`config.mk`:
```
export PLATFORM = sky130hd
export DESIGN_NAME = warp_fetch_sched_flat
export DESIGN_NICKNAME = d
export VERILOG_FILES = /design/src/rtl/warp_fetch_sched_if.sv /design/src/rtl/warp_fetch_sched.sv /design/src/flat_wrapper.sv
export SDC_FILE = /design/constraint.sdc
export NUM_CORES = 1
export LEC_CHECK = 0
export ABC_AREA = 1
export CAP_MARGIN = 30
export CORE_MARGIN = 2
export CORE_UTILIZATION = 36
export DETAILED_ROUTE_END_ITERATION = 7
export HOLD_SLACK_MARGIN = 0.08
export PLACE_DENSITY = 0.56
export SETUP_SLACK_MARGIN = 0.4
export SYNTH_ARGS = -nofsm -noshare
export SYNTH_HDL_FRONTEND = slang
export SYNTH_SLANG_ARGS = --single-unit
```
`constraint.sdc`:
```
create_clock -name clk -period 7 [get_ports clk]
set_input_delay 0.7 -clock clk [delete_from_list [all_inputs] [get_ports clk]]
set_output_delay 0.7 -clock clk [all_outputs]
set_load 0.01 [all_outputs]
```
`src/rtl/warp_fetch_sched_if.sv`:
```
// Fetch-scheduler bus: warp launch/retire, stall mask, fetch handshake and
// status outputs. The scheduler uses the slave modport, its driver the master.
interface warp_fetch_sched_if #(
    parameter int NUM_WARPS = 32,
    parameter int WID_W     = $clog2(NUM_WARPS),
    parameter int CNT_W     = 16
);
    logic                 launch_valid;
    logic [WID_W-1:0]     launch_wid;
    logic                 retire_valid;
    logic [WID_W-1:0]     retire_wid;
    logic [NUM_WARPS-1:0] warp_stall;
    logic                 fetch_ready;
    logic                 imem_valid;
    logic                 fetch_enable;
    logic [WID_W-1:0]     fetch_warp_id;
    logic [NUM_WARPS-1:0] active_mask;
    logic [CNT_W-1:0]     grant_count;
    logic                 timeout_err;

    modport master (
        output launch_valid, launch_wid, retire_valid, retire_wid,
               warp_stall, fetch_ready, imem_valid,
        input  fetch_enable, fetch_warp_id, active_mask, grant_count, timeout_err
    );

    modport slave (
        input  launch_valid, launch_wid, retire_valid, retire_wid,
               warp_stall, fetch_ready, imem_valid,
        output fetch_enable, fetch_warp_id, active_mask, grant_count, timeout_err
    );
endinterface

```
`src/rtl/warp_fetch_sched.sv`:
```
// Warp fetch scheduler: tracks active warps, round-robin arbitrates the
// instruction-fetch port among eligible warps and holds one request open
// until the instruction memory answers.
// Optional macro FETCH_TIMEOUT_EN adds a watchdog on the outstanding fetch
// that abandons it after TIMEOUT_CYCLES and raises a sticky timeout_err.
module warp_fetch_sched #(
    parameter int NUM_WARPS      = 32,
    parameter int WID_W          = $clog2(NUM_WARPS),
    parameter int TIMEOUT_CYCLES = 64,
    parameter int CNT_W          = 16
) (
    input  logic               clk,
    input  logic               rst,
    warp_fetch_sched_if.slave  bus
);

    typedef enum logic {S_IDLE, S_WAIT} state_t;

    state_t               r_state;
    logic [NUM_WARPS-1:0] r_active;
    logic [WID_W-1:0]     r_last;
    logic [WID_W-1:0]     r_wid;
    logic                 r_en;
    logic [CNT_W-1:0]     r_cnt;

    logic [NUM_WARPS-1:0] w_retire_clr;
    logic [NUM_WARPS-1:0] w_launch_set;
    logic [NUM_WARPS-1:0] w_eligible;
    logic [WID_W-1:0]     w_winner;
    logic [WID_W-1:0]     w_idx;
    logic                 w_any;

`ifdef FETCH_TIMEOUT_EN
    localparam int TCNT_W = $clog2(TIMEOUT_CYCLES + 1);
    logic [TCNT_W-1:0]    r_tcnt;
    logic                 r_err;
`endif

    // Decode launch/retire pulses into one-hot masks.
    always_comb begin
        w_retire_clr = '0;
        w_launch_set = '0;
        if (bus.retire_valid) w_retire_clr[bus.retire_wid] = 1'b1;
        if (bus.launch_valid) w_launch_set[bus.launch_wid] = 1'b1;
    end

    // Active mask: retire clears first, so a same-cycle launch of that warp wins.
    always_ff @(posedge clk or posedge rst) begin
        if (rst) r_active <= '0;
        else     r_active <= (r_active & ~w_retire_clr) | w_launch_set;
    end

    assign w_eligible = r_active & ~bus.warp_stall;

    // Round-robin pick: scan upward from last_grant+1; WID_W arithmetic wraps
    // naturally since NUM_WARPS is a power of two.
    always_comb begin
        w_any    = 1'b0;
        w_winner = '0;
        w_idx    = '0;
        for (int k = 1; k <= NUM_WARPS; k++) begin
            w_idx = r_last + WID_W'(k);
            if (!w_any && w_eligible[w_idx]) begin
                w_any    = 1'b1;
                w_winner = w_idx;
            end
        end
    end

    // Fetch FSM: grant in IDLE, hold the request in WAIT until the response.
    always_ff @(posedge clk or posedge rst) begin
        if (rst) begin
            r_state <= S_IDLE;
            r_en    <= 1'b0;
            r_wid   <= '0;
            r_last  <= WID_W'(NUM_WARPS - 1);
            r_cnt   <= '0;
`ifdef FETCH_TIMEOUT_EN
            r_tcnt  <= '0;
            r_err   <= 1'b0;
`endif
        end else begin
            case (r_state)
                S_IDLE: begin
                    if (w_any && bus.fetch_ready) begin
                        r_en    <= 1'b1;
                        r_wid   <= w_winner;
                        r_last  <= w_winner;
                        r_state <= S_WAIT;
`ifdef FETCH_TIMEOUT_EN
                        r_tcnt  <= '0;
`endif
                    end
                end
                S_WAIT: begin
                    // Stall/retire/backpressure never cancel the in-flight request.
                    if (bus.imem_valid) begin
                        r_en    <= 1'b0;
                        r_cnt   <= r_cnt + 1'b1;
                        r_state <= S_IDLE;
                    end
`ifdef FETCH_TIMEOUT_EN
                    else begin
                        r_tcnt <= r_tcnt + 1'b1;
                        // This edge brings the counter to TIMEOUT_CYCLES.
                        if (r_tcnt == TCNT_W'(TIMEOUT_CYCLES - 1)) begin
                            r_err   <= 1'b1;
                            r_en    <= 1'b0;
                            r_state <= S_IDLE;
                        end
                    end
`endif
                end
                default: begin
                    r_state <= S_IDLE;
                    r_en    <= 1'b0;
                end
            endcase
        end
    end

    assign bus.fetch_enable  = r_en;
    assign bus.fetch_warp_id = r_wid;
    assign bus.active_mask   = r_active;
    assign bus.grant_count   = r_cnt;
`ifdef FETCH_TIMEOUT_EN
    assign bus.timeout_err   = r_err;
`else
    assign bus.timeout_err   = 1'b0;
`endif

endmodule

```
`src/flat_wrapper.sv`:
```
// flat-port wrapper written by rule: the top's interface ports become plain ports
module warp_fetch_sched_flat 
#(
    parameter int NUM_WARPS      = 32,
    parameter int WID_W          = $clog2(NUM_WARPS),
    parameter int TIMEOUT_CYCLES = 64,
    parameter int CNT_W          = 16
)
  (clk, rst, bus_launch_valid, bus_launch_wid, bus_retire_valid, bus_retire_wid, bus_warp_stall, bus_fetch_ready, bus_imem_valid, bus_fetch_enable, bus_fetch_warp_id, bus_active_mask, bus_grant_count, bus_timeout_err);
  warp_fetch_sched_if #(.NUM_WARPS(NUM_WARPS), .WID_W(WID_W), .CNT_W(CNT_W)) bus_i ();
  input  logic clk;
  input  logic rst;
  input wire logic [$bits(bus_i.launch_valid)-1:0] bus_launch_valid;
  input wire logic [$bits(bus_i.launch_wid)-1:0] bus_launch_wid;
  input wire logic [$bits(bus_i.retire_valid)-1:0] bus_retire_valid;
  input wire logic [$bits(bus_i.retire_wid)-1:0] bus_retire_wid;
  input wire logic [$bits(bus_i.warp_stall)-1:0] bus_warp_stall;
  input wire logic [$bits(bus_i.fetch_ready)-1:0] bus_fetch_ready;
  input wire logic [$bits(bus_i.imem_valid)-1:0] bus_imem_valid;
  output wire logic [$bits(bus_i.fetch_enable)-1:0] bus_fetch_enable;
  output wire logic [$bits(bus_i.fetch_warp_id)-1:0] bus_fetch_warp_id;
  output wire logic [$bits(bus_i.active_mask)-1:0] bus_active_mask;
  output wire logic [$bits(bus_i.grant_count)-1:0] bus_grant_count;
  output wire logic [$bits(bus_i.timeout_err)-1:0] bus_timeout_err;
  assign bus_i.launch_valid = bus_launch_valid;
  assign bus_i.launch_wid = bus_launch_wid;
  assign bus_i.retire_valid = bus_retire_valid;
  assign bus_i.retire_wid = bus_retire_wid;
  assign bus_i.warp_stall = bus_warp_stall;
  assign bus_i.fetch_ready = bus_fetch_ready;
  assign bus_i.imem_valid = bus_imem_valid;
  assign bus_fetch_enable = bus_i.fetch_enable;
  assign bus_fetch_warp_id = bus_i.fetch_warp_id;
  assign bus_active_mask = bus_i.active_mask;
  assign bus_grant_count = bus_i.grant_count;
  assign bus_timeout_err = bus_i.timeout_err;
  warp_fetch_sched #(.NUM_WARPS(NUM_WARPS), .WID_W(WID_W), .TIMEOUT_CYCLES(TIMEOUT_CYCLES), .CNT_W(CNT_W)) u_core (.clk(clk), .rst(rst), .bus(bus_i));
endmodule
```
======== Word-level counts from Yosys, hierarchy flattened ========
Cells that the tools add are included.
storage, ports and cells
  logic and storage cells ................. 290
  flip-flop bits (word level) ............. 60
  bits of input ports ..................... 48
  output and inout bits ................... 55
cells by class
  add/subtract/negate cells ............... 32
  reduce and logical (&&, ||, !) cells .... 68
  bitwise logic cells ..................... 6
  mux-type cells .......................... 140
  equal/unequal tests ..................... 2
  $lt $le $gt $ge ......................... 36
operator list
  kind                     count
  $lt A5 B6 Y1 const B     34
  $bmux W1 S5              32
  $mux W5                  32
  $add A5 B5 Y5 const B    16
  $mux W1                  70
  $and A32 B32 Y32         2
  $mux W32                 2
  $not A32 Y32             2
  $add A5 B4 Y5 const B    8
  $logic_and A1 B1 Y1      34
  $or A32 B32 Y32          1
  $logic_not A1 Y1         31
  $add A5 B3 Y5 const B    4
  $add A16 B1 Y16 const B  1
  $add A5 B2 Y5 const B    2
  $demux W1 S5             2
  $ge A5 B1 Y1 const B     2
  $reduce_and A2 Y1        3
  $add A5 B1 Y5 const B    1
  $pmux W1 S2              2
  $ne A2 B1 Y1 const B     1
  $ne A2 B2 Y1 const B     1
  $not A1 Y1               1

======== Depth between registers and ports, before layout ========
  depth in word-level cells ............... 101
  depth in mapped cells ................... 37
  depth with buffers taken out ............ 35

======== Worst setup path before layout ========
OpenSTA, ideal clock, no wires.
  path type ............................... reg2reg
  start point ............................. reg u_core.r_last[1]
  end point ............................... reg u_core.r_wid[1], in the netlist u_core.bus.fetch_warp_id[1]
  clock period less this slack ............ 4.644 ns
  data arrival time ....................... 4.526 ns
  cell stages (with the launch flop) ...... 32
  required time ........................... 6.882 ns
  buffers on the path ..................... 3
  library setup time ...................... 0.118 ns
  slack ................................... 2.356 ns
  cells stage by stage .................... dfstp_2 inv_2 clkbuf_1 ha_1 buf_4 inv_2 clkbuf_1 nand3_1 nand3_1 nand3_1 nand2_1 nand2_1 nand2_2 nand4_4 nor2_8 nand4_4 nor2_4 nand4_2 nor2_4 nand4_4 nor2_8 nand4_4 nor2_4 nand4_2 nor3_4 nand3_2 nor2_4 nand3b_2 nor2_1 nor2_1 nand2_1 nand2_1
on the way
  cells in the longest elaborated chain, start to end .. 99
  elaborated cells between the ends (all ways) .. 223
  those cells by class .................... 31 x add/sub; 128 x mux; 64 x reduce/logical
ends and longest elaborated chain
  element                             line                    RTL
  start, declared                     warp_fetch_sched.sv:21  logic [WID_W-1:0] r_last;
  start signal, assigned              warp_fetch_sched.sv:76  r_last <= WID_W'(NUM_WARPS - 1);
  start signal, assigned              warp_fetch_sched.sv:88  r_last <= w_winner;
  $add A5 B1 Y5                       warp_fetch_sched.sv:62  w_idx = r_last + WID_W'(k);
  $bmux W1 S5                         warp_fetch_sched.sv:63  if (!w_any && w_eligible[w_idx]) begin
  $mux W1 (not written as such)       warp_fetch_sched.sv:63
  $mux W1                             warp_fetch_sched.sv:63
  $logic_not A1 Y1                    warp_fetch_sched.sv:63
  $logic_and A1 B1 Y1                 warp_fetch_sched.sv:63
  $mux W1                             warp_fetch_sched.sv:63
  $logic_not A1 Y1                    warp_fetch_sched.sv:63
  [83 not listed]                     n/a
  $logic_not A1 Y1                    warp_fetch_sched.sv:63
  $logic_and A1 B1 Y1                 warp_fetch_sched.sv:63
  $mux W1                             warp_fetch_sched.sv:63
  $logic_not A1 Y1                    warp_fetch_sched.sv:63
  $logic_and A1 B1 Y1                 warp_fetch_sched.sv:63
  $mux W1                             warp_fetch_sched.sv:63
  $logic_and A1 B1 Y1                 warp_fetch_sched.sv:85  if (w_any && bus.fetch_ready) begin
  $reduce_and A2 Y1 (no source line)  n/a
  end signal, assigned                warp_fetch_sched.sv:87  r_wid <= w_winner;
  end, declared                       warp_fetch_sched.sv:22  logic [WID_W-1:0] r_wid;
Parallel ways exist; a longest one is shown, timed or not. The select of a mux whose other input is x is not followed.
A chain may end at the register's enable or synchronous reset.

======== Final worst setup path ========
  start point ............................. reg u_core.r_last[2]
  end point ............................... reg u_core.r_en, in the netlist u_core.bus.fetch_enable
on the way
  cells in the longest elaborated chain, start to end .. 100
  elaborated cells between the ends (all ways) .. 192
  those cells by class .................... 31 x add/sub; 1 x eq/ne; 96 x mux; 64 x reduce/logical
ends and longest elaborated chain
  element                               line                    RTL
  $add A5 B1 Y5                         warp_fetch_sched.sv:62
  $bmux W1 S5                           warp_fetch_sched.sv:63
  $mux W1 (not written as such)         warp_fetch_sched.sv:63
  $mux W1                               warp_fetch_sched.sv:63
  $logic_not A1 Y1                      warp_fetch_sched.sv:63
  $logic_and A1 B1 Y1                   warp_fetch_sched.sv:63
  $mux W1                               warp_fetch_sched.sv:63
  $logic_not A1 Y1                      warp_fetch_sched.sv:63
  [84 not listed]                       n/a
  $logic_and A1 B1 Y1                   warp_fetch_sched.sv:63
  $mux W1                               warp_fetch_sched.sv:63
  $logic_not A1 Y1                      warp_fetch_sched.sv:63
  $logic_and A1 B1 Y1                   warp_fetch_sched.sv:63
  $mux W1 *                             warp_fetch_sched.sv:63
  $logic_and A1 B1 Y1 *                 warp_fetch_sched.sv:85
  $ne A2 B1 Y1 (no source line) *       n/a
  $reduce_and A2 Y1 (no source line) *  n/a
  end signal, assigned                  warp_fetch_sched.sv:74  r_en <= 1'b0;
  end signal, assigned                  warp_fetch_sched.sv:86  r_en <= 1'b1;
  end signal, assigned                  warp_fetch_sched.sv:98  r_en <= 1'b0;
  end, declared                         warp_fetch_sched.sv:23  logic r_en;
Every way passes the cells marked *; elsewhere a longest branch is shown, timed or not. The select of a mux whose other input is x is not followed.

==> results.toml <==
[status]
status = "complete, no violations"

[cts]
cts_tree = "built"
h-tree-depth = 3
clock-sinks = 60
cts_setup_buffers = 0
cts_resized = 0
hold_buffers = 0
clk_pin_slew_ps = 50
cts_made_buffers = 9
clock_path_buffers = 2
clock_latency_ps = 330
clockRootBuffer = "clkbuf_16"

[floorplan]
die_w_microns = 141.0
core-area_sq_mm = 0.01858
die_h_microns = 141.0
boundaryPins = 103
die_area_sq_mm = 0.01988
rows = 50
start_util = 0.3637

[sta]
setup_viol = 0
period_share = 0.7911
slew_viol_final = 0
tightestPinTransition_ps = 950.6
tns_ps = 0
slew_headroom = 0.3633
fin_crit_ps = 5537
rsz0062_at_grt = "false"
clock.fmax_mhz = 180.6
fin_worst_skew_ps = 5.066
hold_viol = 0

[drt]
drt-initial-drc-count = 707
met3_wirelength_microns = 1901
wl_microns = 27350
met2_length_microns = 12200
routedWlPerCell_microns = 19.03
highest-signal-layer = "met4"
vias_per_cell = 5.592
vias = 8036
met1_length_microns = 12310
dr.pass1.iters = 6
ant_nets = 0
route.detailed.drc = 0

[yosys]
synth_simple_gate_area_frac = 0.5079
syn_inst = 1109
async_reset_ff_frac = 1.000
yosysWarnings = 0
yosysUniqueCellTypes = 45
synth_top_family_by_area = "simple AND/OR/NAND/NOR gates"
ys_ff_latch = 60
synth_ff_type = "dfrtp_1"
synth-edff-count = 0
syn_area_sq_mm = 0.006758
synth_compound_area_frac = 0.09591
synth-xor-area-share = 0.04462
avgSynthCellArea_sq_um = 6.094
synth.area.mux_share = 0
synth_nets = 1170
synth_fa_ha_area_frac = 0.02407
ys_seq_area_frac = 0.2231

[finish]
drive_gt1_frac = 0.05985
utilization = 0.4453
fillers = 1981
n_antenna_cell = 0
area_delta_synth_final_pct = 22.44
nets = 1259

[place]
hpwl_microns = 21430
place_congestion = 0.9670
port_buffers = 101

[setup_path]
worstSetupStartpointType = "flip-flop"
max_stage_delay_ps = 850
criticalPathCategory = "flip-flop to flip-flop"
crit_path_top_delay_cell = "dfstp_2"
crit_buf_inv = 3
crit_path_end_kind = "flip-flop"
cp_data_arrival_time_ps = 5760
cpLargestDelayFamily = "simple AND/OR/NAND/NOR gates"
required_ps = 7220
critPathMaxFanout = 20

[grt]
gr-total-overflow = 0
grt_max_degree = 61
grt_pass1_vias = 7474
grt_first_pass_wirelength_microns = 42130
track_usage = 0.2759
antenna_found_initial = 0

[min_path]
hp-class = "flip-flop to flip-flop"

[run]
cap_violations = 0
[logic make-up after synthesis]
logic type | after synthesis
and+or+nand+nor | 713
buffers and inverters | 173
AOI/OAI and AO/OA | 118
DFF | 60
xor gates and xnor gates | 31
adders and majority gates | 13
other | 1
[state kept, by name, indices dropped and copies added, names as in the netlist]
| register | count |
|---|---|
| u_core.r_state | 1 |
| u_core.bus.active_mask | 32 |
| u_core.bus.fetch_enable | 1 |
| u_core.bus.grant_count | 16 |
| u_core.r_last | 5 |
| u_core.bus.fetch_warp_id | 5 |
[placed cells by master (no fill, tap or decap), types with 3 or more instances in the layout]
| cell | instances |
|---|---|
| xor2_1 | 23 |
| a31oi_1 | 9 |
| nand3_1 | 327 |
| a21oi_1 | 5 |
| nor3_1 | 11 |
| o21a_1 | 7 |
| nor2_4 | 5 |
| ha_1 | 13 |
| clkbuf_16 | 9 |
| nand4_1 | 27 |
| clkdlybuf4s50_1 | 101 |
| inv_2 | 11 |
| dfrtp_1 | 55 |
| nand2_1 | 194 |
| inv_1 | 128 |
| o21ai_1 | 5 |
| xnor2_1 | 4 |
| nor2_8 | 3 |
| dfstp_2 | 5 |
| o21ai_2 | 3 |
| clkinv_2 | 3 |
| o21bai_1 | 3 |
| nand4_4 | 4 |
| buf_4 | 9 |
| o21ai_0 | 84 |
| nor2_1 | 122 |
| nand3_2 | 5 |
[cell type report]
class | count | area, sq um | share of cell area
Clock buffer | 11 | 242.7 | 0.02934
Tap cell | 234 | 292.8 | 0.03538
Timing Repair Buffer | 110 | 1079 | 0.1303
Sequential cell | 60 | 1508 | 0.1822
Multi-Input combinational cell | 876 | 4548 | 0.5497
Clock inverter | 5 | 75.07 | 0.009073
Inverter | 141 | 529.3 | 0.06396
[stage by stage]
step           setup WS, ps  std cells  hold WS [ps]  instance area [sq um]
2_1_floorplan          2356       1109         503.9                   6758
3_3_place_gp           1670       1421         467.0                   7956
3_5_place_dp           1544       1421         454.8                   7956
4_1_cts                1530       1437         473.8                   8274
5_1_grt               991.3       1437         494.5                   8274
6_report               1463       1437         474.6                   8274
[per-layer routing]
metal | vias to the layer above | GRT usage
met5 | - | 0
met4 | 0 | 0.1047
met3 | 57 | 0.03397
met2 | 332 | 0.4306
met1 | 3732 | 0.3907
li1 | 3915 | -
[synthesized netlist by cell type (2+ instances only)]
| master | n | area (sq um) |
|---|---|---|
| buf_4 | 4 | 30.03 |
| nand2_1 | 194 | 728.2 |
| buf_2 | 15 | 75.07 |
| ha_1 | 13 | 162.7 |
| dfrtp_1 | 55 | 1376 |
| o21a_1 | 7 | 52.55 |
| nand3_2 | 5 | 50.05 |
| o21ai_1 | 5 | 25.02 |
| inv_1 | 129 | 484.2 |
| xor2_1 | 23 | 201.4 |
| nor2_2 | 2 | 12.51 |
| inv_2 | 10 | 37.54 |
| o21bai_1 | 3 | 22.52 |
| o21ai_0 | 84 | 420.4 |
| clkinv_1 | 2 | 7.510 |
| nor2_1 | 122 | 457.9 |
| nand4_1 | 27 | 168.9 |
| xor2_2 | 2 | 32.53 |
| a31oi_1 | 9 | 56.30 |
| clkbuf_1 | 11 | 41.29 |
| dfstp_2 | 5 | 131.4 |
| xnor2_2 | 2 | 32.53 |
| nand3b_1 | 2 | 15.01 |
| xnor2_1 | 4 | 35.03 |
| nand4_2 | 2 | 25.02 |
| o21ai_2 | 3 | 26.28 |
| nand4_4 | 4 | 85.08 |
| nor2_4 | 5 | 56.30 |
| a21oi_1 | 5 | 25.02 |
| nor3_1 | 11 | 55.05 |
| nor2_8 | 3 | 60.06 |
| nand3_1 | 327 | 1637 |
| nor3b_1 | 2 | 15.01 |
[worst paths after layout]
| check | slack, ps | cells past startpoint | from | endpoint |
|---|---|---|---|---|
| worst max-delay path | 1460 | 26 | u_core.r_last[2] | u_core.bus.fetch_enable |
| worst min-delay path | 470 | 1 | u_core.bus.grant_count[15] | u_core.bus.grant_count[15] |
| worst max register to register | 1460 | 26 | u_core.r_last[2] | u_core.bus.fetch_enable |
| worst min register to register | 470 | 1 | u_core.bus.grant_count[15] | u_core.bus.grant_count[15] |
| max in group asynchronous | 5590 | 3 | rst | u_core.bus.active_mask[3] |
| min in group asynchronous | 910 | 3 | rst | u_core.bus.grant_count[15] |
Power is left out: the tool's default activity adds up to more than one toggle a clock period on the data nets, which glitch-free logic cannot reach.
